## src/rtl/reset_sequencer.sv

```systemverilog
// Reset sequencer: synchronises the board reset, holds every downstream reset for a
// programmable time, then releases the channels one by one, bit 0 first, with a fixed gap
// between channels. A software reset request or a CPU trap re-runs the whole sequence.
// Restarts that leave RUN are counted (saturating) and their cause is recorded.
module reset_sequencer #(
    parameter int unsigned N_CH        = 3,
    parameter int unsigned HOLD_CYCLES = 65536,
    parameter int unsigned STAGE_GAP   = 16,
    parameter int unsigned SYNC_STAGES = 2,
    parameter bit          TRAP_RST_EN = 1'b1
) (
    input  logic            clk,
    input  logic            rst_n,
    input  logic            soft_rst_req,
    input  logic            trap,
    output logic [N_CH-1:0] rst_out,
    output logic            all_released,
    output logic [7:0]      rst_count,
    output logic [1:0]      last_cause
);

    localparam int unsigned CNT_W = $clog2(HOLD_CYCLES + 1);
    localparam int unsigned GAP_W = $clog2(STAGE_GAP + 1);
    localparam int unsigned IDX_W = (N_CH > 1) ? $clog2(N_CH) : 1;

    localparam logic [CNT_W-1:0] HoldInit = CNT_W'(HOLD_CYCLES - 1);
    localparam logic [GAP_W-1:0] GapInit  = GAP_W'(STAGE_GAP - 1);
    localparam logic [IDX_W-1:0] IdxLast  = IDX_W'(N_CH - 1);

    typedef enum logic [1:0] {
        StAssert,
        StRelease,
        StRun
    } state_e;

    logic [SYNC_STAGES-1:0] sync_q;
    logic                   sync_rst;
    state_e                 state_q;
    logic [CNT_W-1:0]       cnt_q;
    logic [GAP_W-1:0]       gap_q;
    logic [IDX_W-1:0]       idx_q;
    logic [IDX_W-1:0]       idx_next;
    logic [N_CH-1:0]        rst_out_q;
    logic                   all_released_q;
    logic [7:0]             rst_count_q;
    logic [1:0]             last_cause_q;
    logic                   restart;

    assign sync_rst = sync_q[SYNC_STAGES-1];
    assign restart  = soft_rst_req | (TRAP_RST_EN & trap);
    assign idx_next = idx_q + 1'b1;

    // Release synchroniser: asserts asynchronously, deasserts after SYNC_STAGES edges.
    always_ff @(posedge clk or negedge rst_n) begin
        if (!rst_n) begin
            sync_q <= '1;
        end else begin
            sync_q <= {sync_q[SYNC_STAGES-2:0], 1'b0};
        end
    end

    // Sequencing FSM with registered outputs and restart bookkeeping.
    always_ff @(posedge clk or negedge rst_n) begin
        if (!rst_n) begin
            state_q        <= StAssert;
            cnt_q          <= HoldInit;
            gap_q          <= GapInit;
            idx_q          <= '0;
            rst_out_q      <= '1;
            all_released_q <= 1'b0;
            rst_count_q    <= '0;
            last_cause_q   <= 2'd0;
        end else if (sync_rst) begin
            // Board reset still settling: park everything at its reset value.
            state_q        <= StAssert;
            cnt_q          <= HoldInit;
            gap_q          <= GapInit;
            idx_q          <= '0;
            rst_out_q      <= '1;
            all_released_q <= 1'b0;
            rst_count_q    <= '0;
            last_cause_q   <= 2'd0;
        end else if (restart) begin
            // Only restarts out of RUN are real reset events; earlier ones just extend the hold.
            if (state_q == StRun) begin
                if (rst_count_q != 8'hFF) begin
                    rst_count_q <= rst_count_q + 8'd1;
                end
                last_cause_q <= soft_rst_req ? 2'd1 : 2'd2;
            end
            state_q        <= StAssert;
            cnt_q          <= HoldInit;
            gap_q          <= GapInit;
            idx_q          <= '0;
            rst_out_q      <= '1;
            all_released_q <= 1'b0;
        end else begin
            case (state_q)
                StAssert: begin
                    if (cnt_q != '0) begin
                        cnt_q <= cnt_q - 1'b1;
                    end else begin
                        // Channels release from the bottom up, so a left shift clears the next one.
                        rst_out_q <= rst_out_q << 1;
                        if (N_CH == 1) begin
                            state_q        <= StRun;
                            all_released_q <= 1'b1;
                        end else begin
                            idx_q   <= '0;
                            gap_q   <= GapInit;
                            state_q <= StRelease;
                        end
                    end
                end
                StRelease: begin
                    if (gap_q != '0) begin
                        gap_q <= gap_q - 1'b1;
                    end else begin
                        rst_out_q <= rst_out_q << 1;
                        idx_q     <= idx_next;
                        gap_q     <= GapInit;
                        if (idx_next == IdxLast) begin
                            state_q        <= StRun;
                            all_released_q <= 1'b1;
                        end
                    end
                end
                StRun: begin
                    rst_out_q      <= '0;
                    all_released_q <= 1'b1;
                end
                default: begin
                    state_q   <= StAssert;
                    cnt_q     <= HoldInit;
                    rst_out_q <= '1;
                end
            endcase
        end
    end

    assign rst_out      = rst_out_q;
    assign all_released = all_released_q;
    assign rst_count    = rst_count_q;
    assign last_cause   = last_cause_q;

endmodule
```

## config.mk

```make
export PLATFORM = sky130hd
export DESIGN_NAME = reset_sequencer
export DESIGN_NICKNAME = d
export VERILOG_FILES = /design/src/rtl/reset_sequencer.sv
export SDC_FILE = /design/constraint.sdc
export NUM_CORES = 1
export LEC_CHECK = 0
export CAP_MARGIN = 20
export CELL_PAD_IN_SITES_DETAIL_PLACEMENT = 1
export CELL_PAD_IN_SITES_GLOBAL_PLACEMENT = 1
export CORE_AREA = 10 10 81 83
export CTS_CLUSTER_DIAMETER = 50
export CTS_CLUSTER_SIZE = 40
export DETAILED_ROUTE_END_ITERATION = 8
export DIE_AREA = 0 0 91 93
export HOLD_SLACK_MARGIN = 0.08
export PLACE_DENSITY = 0.92
export SYNTH_ARGS = -nofsm -noshare
export SYNTH_HDL_FRONTEND = slang
export SYNTH_SLANG_ARGS = --single-unit
```

## constraint.sdc

```tcl
create_clock -name clk -period 4.6 [get_ports clk]
set_clock_uncertainty 0.1 [all_clocks]
set_input_delay 0.92 -clock clk [delete_from_list [all_inputs] [get_ports clk]]
set_output_delay 0.92 -clock clk [all_outputs]
set_load 0.05 [all_outputs]
```

# == After elaboration in Yosys (flattened, before gate mapping) ==
# Cells that the tools add are included.
# word_totals
elab_cells,79
regBits,42
# op_classes
eq_ne,10
addsub,4
reduce_logical,17
mux,38
bitwise_logic,1
# ops
cell,count
$mux 17,3
$pmux 17 s2,1
$mux 8,4
$mux 2,13
$mux 5,4
$reduce_bool 17->1,1
$sub 17x1->17 const B,1
$ne 4x4->1 const B,4
$mux 3,4
$pmux 5 s2,1
$pmux 3 s3,1
$reduce_and 3->1,3
$add 8x1->8 const B,1
$ne 8x8->1 const B,1
$reduce_and 2->1,4
$reduce_bool 4->1,2
$pmux 2 s3,1
$reduce_bool 2->1,3
$reduce_bool 5->1,1
$sub 5x1->5 const B,1
$eq 2x2->1 const B,2
$mux 1,4
$pmux 2 s2,1
$reduce_and 4->1,1
other kinds (8),8

# == Depth between registers and ports, before layout ==
# Gate-level depths: netlist of run 1.
# logic_depth
ltp_word,7
ltp_mapped,8
depth_no_buf,7

# == Least setup slack after synthesis of run 1 ==
# No wires, ideal clock.
# synth_timing
path_kind,in2reg
start,in soft_rst_req
end,reg state_q[1]
arrival_ps,2293
path_stages,4
setup_ps,125
slack_ps,2082
n_path_buf,1
cell_sequence,or4b_2 clkbuf_1 o22ai_4 mux2_4
# synth_via
elab_chain_cells,3
# synth_rtl
element,line_no,text
start: declaration,14,"input logic soft_rst_req,"
$or 1x1->1 *,50,assign restart = soft_rst_req | (TRAP_RST_EN & trap);
"$ne 4x4->1 (no source line), or another cell as far along",n/a,
$reduce_and 4->1 (no source line) / $mux 2 (equally long branches),n/a,
end signal: assignment,65,state_q <= StAssert;
end signal: assignment,75,state_q <= StAssert;
end signal: assignment,91,state_q <= StAssert;
end: declaration,38,state_e state_q;
# Mark *: on every way between the ends. The rest lies on a longest branch, timed or not.
# A chain may end at the register's enable or synchronous reset.

# == Final worst setup path of run 1 ==
# Ends and elaborated chain as after synthesis.

==> results of run 1 <==
-- Yosys cell counts, types with 4 or more instances --
cell type and n:
a21oi_1 12, clkbuf_1 7, dfrtp_1 17, dfstp_2 25, ha_1 8, inv_1 13, nand2_1 19, nand3_1 6
nor2_1 23, nor3_1 11, o211ai_1 4, o21ai_0 11, o31ai_1 5, or3_1 9, or4_1 4, xnor2_1 6
xor2_1 7
-- registers in the layout, summed over array words and instances, names as in the netlist --
| register | cells |
|---|---|
| gap_q | 5 |
| rst_out | 3 |
| state_q | 2 |
| idx_q | 2 |
| cnt_q | 17 |
| sync_q | 2 |
| all_released | 1 |
| rst_count | 8 |
| last_cause | 2 |
-- layout make-up --
class	count	area, sq um
fill	584	2345
tap	70	87.58
timing repair buffer	17	165.2
multi-input combinational	176	1171
clock buffer	8	110.1
inverter	13	48.80
sequential	42	1082
-- worst min-delay path by stage --
stage | start | endpoint | slack, ns
finish | sync_q[0]$_DFF_PN1_ | sync_q[1]$_DFF_PN1_ | 0.26
global route | sync_q[0]$_DFF_PN1_ | sync_q[1]$_DFF_PN1_ | 0.27
CTS | sync_q[0]$_DFF_PN1_ | sync_q[1]$_DFF_PN1_ | 0.26
detailed placement | sync_q[0]$_DFF_PN1_ | sync_q[1]$_DFF_PN1_ | 0.25
global placement | sync_q[0]$_DFF_PN1_ | sync_q[1]$_DFF_PN1_ | 0.25
floorplan | sync_q[0]$_DFF_PN1_ | sync_q[1]$_DFF_PN1_ | 0.25
-- per-layer routing --
layer	routed length [um]	up-vias
li1	-	897
met1	2605	952
met2	2653	34
met3	226	12
met4	98	0
met5	0	-
-- report_power, final --
group	switching [uW]	leakage (uW)	internal (uW)
registers	3.05	0.000501	373
logic	17.5	0.000461	6.53
clock network	127	0.0000575	152
-- through the flow --
step / cells / total power, uW / hold slack [ns]
floorplan: 240 / 392.8 / 0.2452
global placement: 318 / 406.5 / 0.2468
detailed placement: 318 / 407.5 / 0.2472
CTS: 326 / 685.2 / 0.2622
global route: 326 / 703.0 / 0.2693
finish: 326 / 679.2 / 0.2594
-- cell families (layout without fill, tap and decap cells) --
| kind of cell | after synthesis | after routing | synth area share (%) |
|---|---|---|---|
| xor+xnor | 13 | 13 | 4.856 |
| mux | 5 | 5 | 2.775 |
| simple gates | 96 | 96 | 22.20 |
| compound gates | 53 | 53 | 15.69 |
| fa+ha+maj | 8 | 8 | 4.269 |
| buf+inv | 22 | 38 | 3.896 |
| flops | 42 | 42 | 46.16 |
| other cells | 1 | 1 | 0.1599 |
-- worst register-to-register path, delay by kind of cell (launching register included) --
kind                       cells  cell delay [ns]
adders and majority gates      1             0.16
and+or+nand+nor                3             1.27
DFF                            1             0.40
AOI/OAI and AO/OA              2             0.54
buffers and inverters          1             0.07
-- placed cells by master, fill, tap and decap left out, types with 7 or more instances in the layout --
| cell | n |
|---|---|
| dfrtp_1 | 17 |
| o21ai_0 | 11 |
| or3_1 | 9 |
| clkdlybuf4s50_1 | 16 |
| ha_1 | 8 |
| clkbuf_8 | 8 |
| nand2_1 | 19 |
| inv_1 | 13 |
| a21oi_1 | 12 |
| nor3_1 | 11 |
| nor2_1 | 23 |
| xor2_1 | 7 |
| dfstp_2 | 25 |
==> results.md, run 1 <==
- Yosys cell types: 50
- Die area: 8463 sq um
- Synth-to-Final Area Change: 13.66%
- Crit-path max FO: 8
- Register area share after synthesis: 46.16%
- RR Startpoint: cnt_q[1]$_DFFE_PN1P_
- CTS sink cnt: 42
- Crit path cell chain: clkdlybuf4s50_1, nor3_1, nand2_1, o22ai_4, mux2_4
- Fin crit period: 3.085 ns
- Hold depth: 0
- Main synth FF type: dfstp_2
- HP Class: flip-flop to flip-flop
- R2R cell count: 7
- Vias: 1895
- Worst Slack Setup Final: 1.515 ns
- Busiest grt layer: met2
- Remaining DRCs: 0
- CTS tree: yes
- First-pass GRT wire length: 9839 um
- Row cnt: 26
- TritonCTS buffer count: 5
- Outcome: finished clean
- RSZ-0062 raised after global routing: no
- CP max stage cell: nor3_1
- Worst skew pair latency: 0.30 ns
- Initial antenna violation count: 0
- Worst EP required: 4.68 ns
- WP depth: 5
- Drt total wl: 5584 um
- Warnings, synthesis: 0
- Antenna cell count: 0
- Met3 usage: 3.837%
- CTS Root Buffer Type: clkbuf_8
- Synth Cell Area: 2345 sq um
- Worst-margin pin slew: 0.9081 ns
- Slew Limit Fails: 0
- R2R Setup Slk: 1.97 ns
- CP endpoint kind: flip-flop
- Startpoint types: input pin
- Post-DP HPWL: 3965 um
- GP Congestion: 0.7612
- Worst setup path start: soft_rst_req
- Number of buffers and inverters on the critical path: 1
- DR WL/cell: 17.13 um
- Critical Path Sink: state_q[1]$_DFFE_PN0P_
- Die outline height: 93 um
- Pin count of the biggest net entering global routing: 43
- Leak pwr: 0.001020 uW
- Ports: 18
- Pwr dens: 254.9 nW/um^2
- Critical Path AT: 3.17 ns
- Highest clock rate: 0.3241 GHz
- Post-cts resize count: 0
- # nets final: 267
- FF+latch count, synth: 42
- Placed Instance Area: 2555 sq um
- Tcrit/Tclk final: 67.07%
- Total track usage: 13.91%
- Peak supply drop: 0.1462 mV
- Initial Utilization: 46.80%
- Async SR Flop Fraction: 100.0%
- Dpl ws: 1.213 ns
- R2R Path End: cnt_q[12]$_DFFE_PN1P_
- Hold buffer count at cts: 0
- Clock Tree Buf Depth: 2
- Share of layout cells above drive strength 1: 17.97%
- Top cells by area, synth: dfstp_2, dfrtp_1, ha_1
- Crit path kind: input pin to flip-flop
- Largest delay share family, worst path: simple AND/OR/NAND/NOR gates
- First-pass iteration count of the detailed router: 4
- Final Hold Fails: 0
- Core area: 5010 sq um
- Cell count after synthesis: 240
- # Max-Cap Violations: 0
- Port bufs: 17
- Final ANT Viol Nets: 0
- Endpoints failing setup: 0
- DIE WIDTH: 91 um
- DR vias/cell: 5.813
- Synth top area share: 28.01%
- First DRT Iteration DRCs: 82
- Number of flops mapped to enable cells by yosys: 0
- Final instance area: 2665 sq um
- Synth area leader: dfstp_2
- Setup TNS: 0 ns
- M2 GR Usage: 22.61%
- Slew margin rel.: 39.46%
- Vias in the first global route: 2013
- CP max stage delay: 0.73 ns
- H-tree depth: 2
- GR Util met1: 17.26%
- GRT overflow: 0
- Finished Core Util: 53.20%
- Setup repair bufs after CTS: 0
- Syn nets: 252
- Syn_area_per_cell: 9.770 sq um
- Clk pin slew, worst setup/hold paths: 0.07 ns
Power figures use the tool's default switching activity.
==> run 2, diff against run 1 <==
--- a/config.mk
+++ b/config.mk
@@ -8,13 +8,13 @@
 export CAP_MARGIN = 20
 export CELL_PAD_IN_SITES_DETAIL_PLACEMENT = 1
 export CELL_PAD_IN_SITES_GLOBAL_PLACEMENT = 1
-export CORE_AREA = 10 10 81 83
+export CORE_AREA = 10 10 84 86
 export CTS_CLUSTER_DIAMETER = 50
 export CTS_CLUSTER_SIZE = 40
 export DETAILED_ROUTE_END_ITERATION = 8
-export DIE_AREA = 0 0 91 93
+export DIE_AREA = 0 0 94 96
 export HOLD_SLACK_MARGIN = 0.08
-export PLACE_DENSITY = 0.92
+export PLACE_DENSITY = 0.86
 export SYNTH_ARGS = -nofsm -noshare
 export SYNTH_HDL_FRONTEND = slang
 export SYNTH_SLANG_ARGS = --single-unit
==> constraint.sdc (replaced) <==
create_clock -name clk -period 3.2 [get_ports clk]
set_clock_uncertainty 0.1 [all_clocks]
set_input_delay 0.64 -clock clk [delete_from_list [all_inputs] [get_ports clk]]
set_output_delay 0.64 -clock clk [all_outputs]
set_load 0.05 [all_outputs]
==> results.md, run 2 (same netlist as run 1, synthesis figures left out) <==
- CTS tree: yes
- CP max stage delay: 0.53 ns
- Top reg by flops: cnt_q
- First DRT Iteration DRCs: 100
- Core area: 5405 sq um
- Crit-path max FO: 8
- CP endpoint kind: flip-flop
- Die outline height: 96 um
- Largest delay share family, worst path: simple AND/OR/NAND/NOR gates
- Slew margin rel.: 38.23%
- Post-cts resize count: 0
- Peak supply drop: 0.1916 mV
- Endpoints failing setup: 0
- Die area: 9024 sq um
- CTS sink cnt: 42
- Outcome: finished clean
- Placed Instances: 324
- Initial Utilization: 43.38%
- Share of layout cells above drive strength 1: 19.23%
- CP max stage cell: or3_1
- Non-Filler Instances: 332
- Final instance area: 2696 sq um
- GP Congestion: 0.7735
- DR vias/cell: 5.684
- Setup repair bufs after CTS: 0
- FF/Latch Area: 1082 sq um
- Hold buffer count at cts: 0
- Worst skew pair latency: 0.29 ns
- Remaining DRCs: 0
- HP Class: flip-flop to flip-flop
- Total track usage: 13.12%
- Most frequent cells in the layout: dfstp_2, nor2_1, nand2_1
- Crit path cell chain: inv_1, ha_1, or3b_2, or3_1, nor2_8, o22ai_4, mux2_4
- DR WL/cell: 17.15 um
- Vias: 1887
- Setup TNS: 0 ns
- Worst-margin pin slew: 0.9266 ns
- Tcrit/Tclk final: 81.15%
- Crit path kind: flip-flop to flip-flop
- First-pass GRT wire length: 9591 um
- Worst EP required: 3.28 ns
- Number of buffers and inverters on the critical path: 1
- Port bufs: 17
- GRT overflow: 0
- Multi-input gate area in the final layout: 1171 sq um
- CTS Root Buffer Type: clkbuf_8
- # nets final: 271
- Drt total wl: 5693 um
- First-pass iteration count of the detailed router: 4
- Initial antenna violation count: 0
- TritonCTS buffer count: 5
- Row cnt: 27
- Final Hold Fails: 0
- Clock Tree Buf Depth: 2
- Ports: 18
- Antenna cell count: 0
- Clk pin slew, worst setup/hold paths: 0.08 ns
- Fin crit period: 2.597 ns
- Pin count of the biggest net entering global routing: 43
- Critical Path AT: 2.68 ns
- Highest clock rate: 0.3851 GHz
- RSZ-0062 raised after global routing: no
- Pwr dens: 368.2 nW/um^2
- Vias in the first global route: 1943
- Largest register FFs: 17
- Placed Instance Area: 2587 sq um
- # fillers: 627
- H-tree depth: 2
- Post-DP HPWL: 4043 um
- Leak pwr: 0.001041 uW
- # Max-Cap Violations: 0
- Slew Limit Fails: 0
- Commonest non-fill, non-tap cell in the layout: dfstp_2
- Startpoint types: flip-flop
- DIE WIDTH: 94 um
- Synth-to-Final Area Change: 14.99%
- Final ANT Viol Nets: 0
==> run 2: cell types whose count changed in the layout (fill, tap and decap cells not counted) <==
cell,before,now
bufinv_16,0,1
clkinv_2,0,2
buf_4,0,4
clkbuf_8,8,5
==> run 2: worst paths after layout <==
kind                                       from                         to  slack (ns)  depth (start not counted)
max in group asynchronous                 rst_n  last_cause[1]$_DFFE_PN0P_        2.04                          1
min                         sync_q[0]$_DFF_PN1_        sync_q[1]$_DFF_PN1_        0.26                          0
max                        cnt_q[1]$_DFFE_PN1P_     state_q[1]$_DFFE_PN0P_        0.60                          7
min in group asynchronous                 rst_n      cnt_q[16]$_DFFE_PN0P_        0.39                          1
min reg2reg                 sync_q[0]$_DFF_PN1_        sync_q[1]$_DFF_PN1_        0.26                          0
max reg2reg                cnt_q[1]$_DFFE_PN1P_     state_q[1]$_DFFE_PN0P_        0.60                          7
==> run 2: area by class of cell <==
| class | instances | area share (%) |
|---|---|---|
| multi-input cells | 176 | 43.43 |
| flip-flops and latches | 42 | 40.14 |
| repair buffers | 21 | 7.239 |
| well taps | 72 | 3.341 |
| clock buffers | 5 | 2.552 |
| inverters | 13 | 1.810 |
| clock inverters | 3 | 1.485 |
==> run 2: power breakdown <==
part | total, uW | internal (uW) | switching [uW]
sequential | 541 | 537 | 4.50
clock | 415 | 230 | 185
combinational | 36.7 | 10.5 | 26.2
total | 993 | 777 | 216
==> run 2: per-stage QoR <==
stage	setup WS, ns	hold WS (ns)	power (uW)	utilization [%]
after floorplan	0.8867	0.2444	564.7	-
after global placement	0.4192	0.2485	586.4	47.87
after detailed placement	0.3838	0.2476	587.6	47.87
after CTS	0.6090	0.2652	1004	49.88
after global routing	0.3975	0.2674	1035	49.88
final	0.6032	0.2615	992.8	49.88
==> run 2: metal layers <==
metal  vias to the layer above  routed length, um  GRT usage (%)
met4                         0                 83          4.810
met1                       939               2536          15.94
met3                         9                253          3.191
met2                        28               2819          22.12
met5                         -                  0              0
li1                        911                  -              -
==> run 3, diff against run 2 <==
--- a/config.mk
+++ b/config.mk
@@ -8,13 +8,13 @@
 export CAP_MARGIN = 20
 export CELL_PAD_IN_SITES_DETAIL_PLACEMENT = 1
 export CELL_PAD_IN_SITES_GLOBAL_PLACEMENT = 1
-export CORE_AREA = 10 10 84 86
+export CORE_AREA = 10 10 87 89
 export CTS_CLUSTER_DIAMETER = 50
 export CTS_CLUSTER_SIZE = 40
 export DETAILED_ROUTE_END_ITERATION = 8
-export DIE_AREA = 0 0 94 96
+export DIE_AREA = 0 0 97 99
 export HOLD_SLACK_MARGIN = 0.08
-export PLACE_DENSITY = 0.86
+export PLACE_DENSITY = 0.84
 export SYNTH_ARGS = -nofsm -noshare
 export SYNTH_HDL_FRONTEND = slang
 export SYNTH_SLANG_ARGS = --single-unit
==> constraint.sdc (replaced) <==
create_clock -name clk -period 2.3 [get_ports clk]
set_clock_uncertainty 0.1 [all_clocks]
set_input_delay 0.46 -clock clk [delete_from_list [all_inputs] [get_ports clk]]
set_output_delay 0.46 -clock clk [all_outputs]
set_load 0.05 [all_outputs]
==> results.md, run 3 (same netlist as run 1, synthesis figures left out) <==
- Outcome: finished clean
- Final Hold Fails: 0
- TritonCTS buffer count: 5
- Pin count of the biggest net entering global routing: 43
- CTS sink cnt: 42
- Critical Path AT: 2.39 ns
- Pwr dens: 435.3 nW/um^2
- Die outline height: 99 um
- First DRT Iteration DRCs: 106
- Placed Instance Area: 2844 sq um
- # fillers: 673
- R2R Path End: cnt_q[4]$_DFFE_PN1P_
- First-pass GRT wire length: 10620 um
- DR WL/cell: 18.38 um
- GRT overflow: 0
- Clock power frac: 38.0%
- GP Congestion: 0.8132
- RR Startpoint: cnt_q[14]$_DFFE_PN1P_
- Tcrit/Tclk final: 98.59%
- Initial Utilization: 40.08%
- Worst setup path start: cnt_q[14]$_DFFE_PN1P_
- Drt total wl: 6839 um
- Leak pwr: 0.001224 uW
- Startpoint types: flip-flop
- Slew margin rel.: 63.86%
- Row cnt: 28
- R2R cell count: 5
- Commonest non-fill, non-tap cell in the layout: buf_4
- First-pass iteration count of the detailed router: 4
- Clock Tree Buf Depth: 2
- Peak supply drop: 0.2591 mV
- Net Sw Power: 337.1 uW
- WHS: 0.2649 ns
- Net Sw Frac: 25.32%
- Ports: 18
- CP endpoint kind: flip-flop
- Synth-to-Final Area Change: 30.47%
- DR vias/cell: 5.653
- CP max stage delay: 0.62 ns
- Fin crit period: 2.268 ns
- Remaining DRCs: 0
- Clk pin slew, worst setup/hold paths: 0.10 ns
- Initial antenna violation count: 0
- Seq pwr share: 56.4%
- Antenna cell count: 0
- Worst-margin pin slew: 0.5404 ns
- Crit path kind: flip-flop to flip-flop
- Core area: 5851 sq um
- Crit path cell chain: or4_1, or4b_4, o21ai_1, xor2_1, nand2_1
- Total track usage: 13.05%
- FF/Latch Area: 1084 sq um
- Finished Core Util: 52.29%
- Worst EP required: 2.42 ns
- Slew Limit Fails: 0
- Multi-input gate area in the final layout: 1241 sq um
- Die area: 9603 sq um
- Share of layout cells above drive strength 1: 33.00%
- # Max-Cap Violations: 0
- HP Class: flip-flop to flip-flop
- H-tree depth: 2
- Comb pwr share: 5.6%
- DIE WIDTH: 97 um
- CTS tree: yes
- Most frequent cells in the layout: buf_4, dfstp_2, nor2_1
- Worst skew pair latency: 0.30 ns
- Port bufs: 17
- Post-DP HPWL: 4550 um
- Vias: 2103
- Highest clock rate: 0.4410 GHz
- CTS Root Buffer Type: clkbuf_8
- Final instance area: 3059 sq um
- Vias in the first global route: 2112
- Cell Int Power: 994.5 uW
- Final ANT Viol Nets: 0
- # nets final: 308
- CP max stage cell: or4_1
- Crit-path max FO: 5
- Critical Path Sink: cnt_q[4]$_DFFE_PN1P_
- Top reg by flops: cnt_q
- Endpoints failing setup: 0
- R2R Setup Slk: 0.03 ns
- Largest register FFs: 17
## run 3: cell types whose count changed in the layout (fill, tap and decap cells not counted), sizes merged
cell	change
buf	+36
bufinv	-1
clkinv	-2
clkinvlp	+2
dlygate4sd3	+1
inv	+1
## run 3: critical path: cells and delay by family, from the launching register on
family / cells / cell delay, ns
compound gates: 1 / 0.27
xor+xnor: 1 / 0.19
flops: 1 / 0.38
simple gates: 3 / 1.26
## run 3: layout make-up
type                            count  share of cell area [%]
Clock buffer                        5                   2.249
Clock inverter                      3                  0.7771
Inverter                           13                   1.595
Multi-Input combinational cell    176                   40.57
Sequential cell                    42                   35.42
Tap cell                           75                   3.067
Timing Repair Buffer               58                   16.32
## run 3: timing repair
item	CTS	global route
setup endpoints to repair	17	16
endpoints found under the hold margin	17	0
pin swaps	1	7
resized for setup	7	15
hold buffers	1	0
buffers inserted	0	4
## run 3: worst min-delay path by stage
| stage | from | endpoint | slack [ns] | cells after the start |
|---|---|---|---|---|
| 2_1_floorplan | rst_n | all_released$_DFFE_PN0P_ | 0.06 | 0 |
| 3_3_place_gp | sync_q[0]$_DFF_PN1_ | sync_q[1]$_DFF_PN1_ | 0.25 | 0 |
| 3_5_place_dp | sync_q[0]$_DFF_PN1_ | sync_q[1]$_DFF_PN1_ | 0.25 | 0 |
| 4_1_cts | sync_q[0]$_DFF_PN1_ | sync_q[1]$_DFF_PN1_ | 0.27 | 0 |
| 5_1_grt | sync_q[0]$_DFF_PN1_ | sync_q[1]$_DFF_PN1_ | 0.27 | 0 |
| 6_report | sync_q[0]$_DFF_PN1_ | sync_q[1]$_DFF_PN1_ | 0.26 | 0 |
## run 3: power by group through the flow
stage               registers (uW)  clock network [uW]  logic [uW]
floorplan                      766                   0        19.3
global placement               763                   0        69.0
detailed placement             763                   0        70.8
CTS                            751                 516        73.4
global route                   752                 558        81.2
finish                         751                 506        74.7
## run 3: layer usage
metal / track usage (%) / wire length, um / vias to the layer above / share of wire (%)
li1: - / - / 979 / -
met3: 2.514 / 184 / 12 / 2.7
met4: 5.108 / 135 / 0 / 2.0
met1: 15.81 / 2937 / 1073 / 43
met5: 0 / 0 / - / 0
met2: 22.27 / 3582 / 39 / 52
## run 3: per-stage QoR
stage / setup WS (ns) / power (uW) / instances / setup TNS, ns
after CTS: -0.008147 / 1340 / 368 / -0.008147
after global routing: -0.04523 / 1391 / 372 / -0.08165
after detailed placement: -0.1885 / 834.2 / 359 / -1.947
after global placement: -0.1422 / 832.1 / 359 / -1.169
final: 0.03233 / 1332 / 372 / 0
after floorplan: 0.01065 / 785.6 / 240 / 0
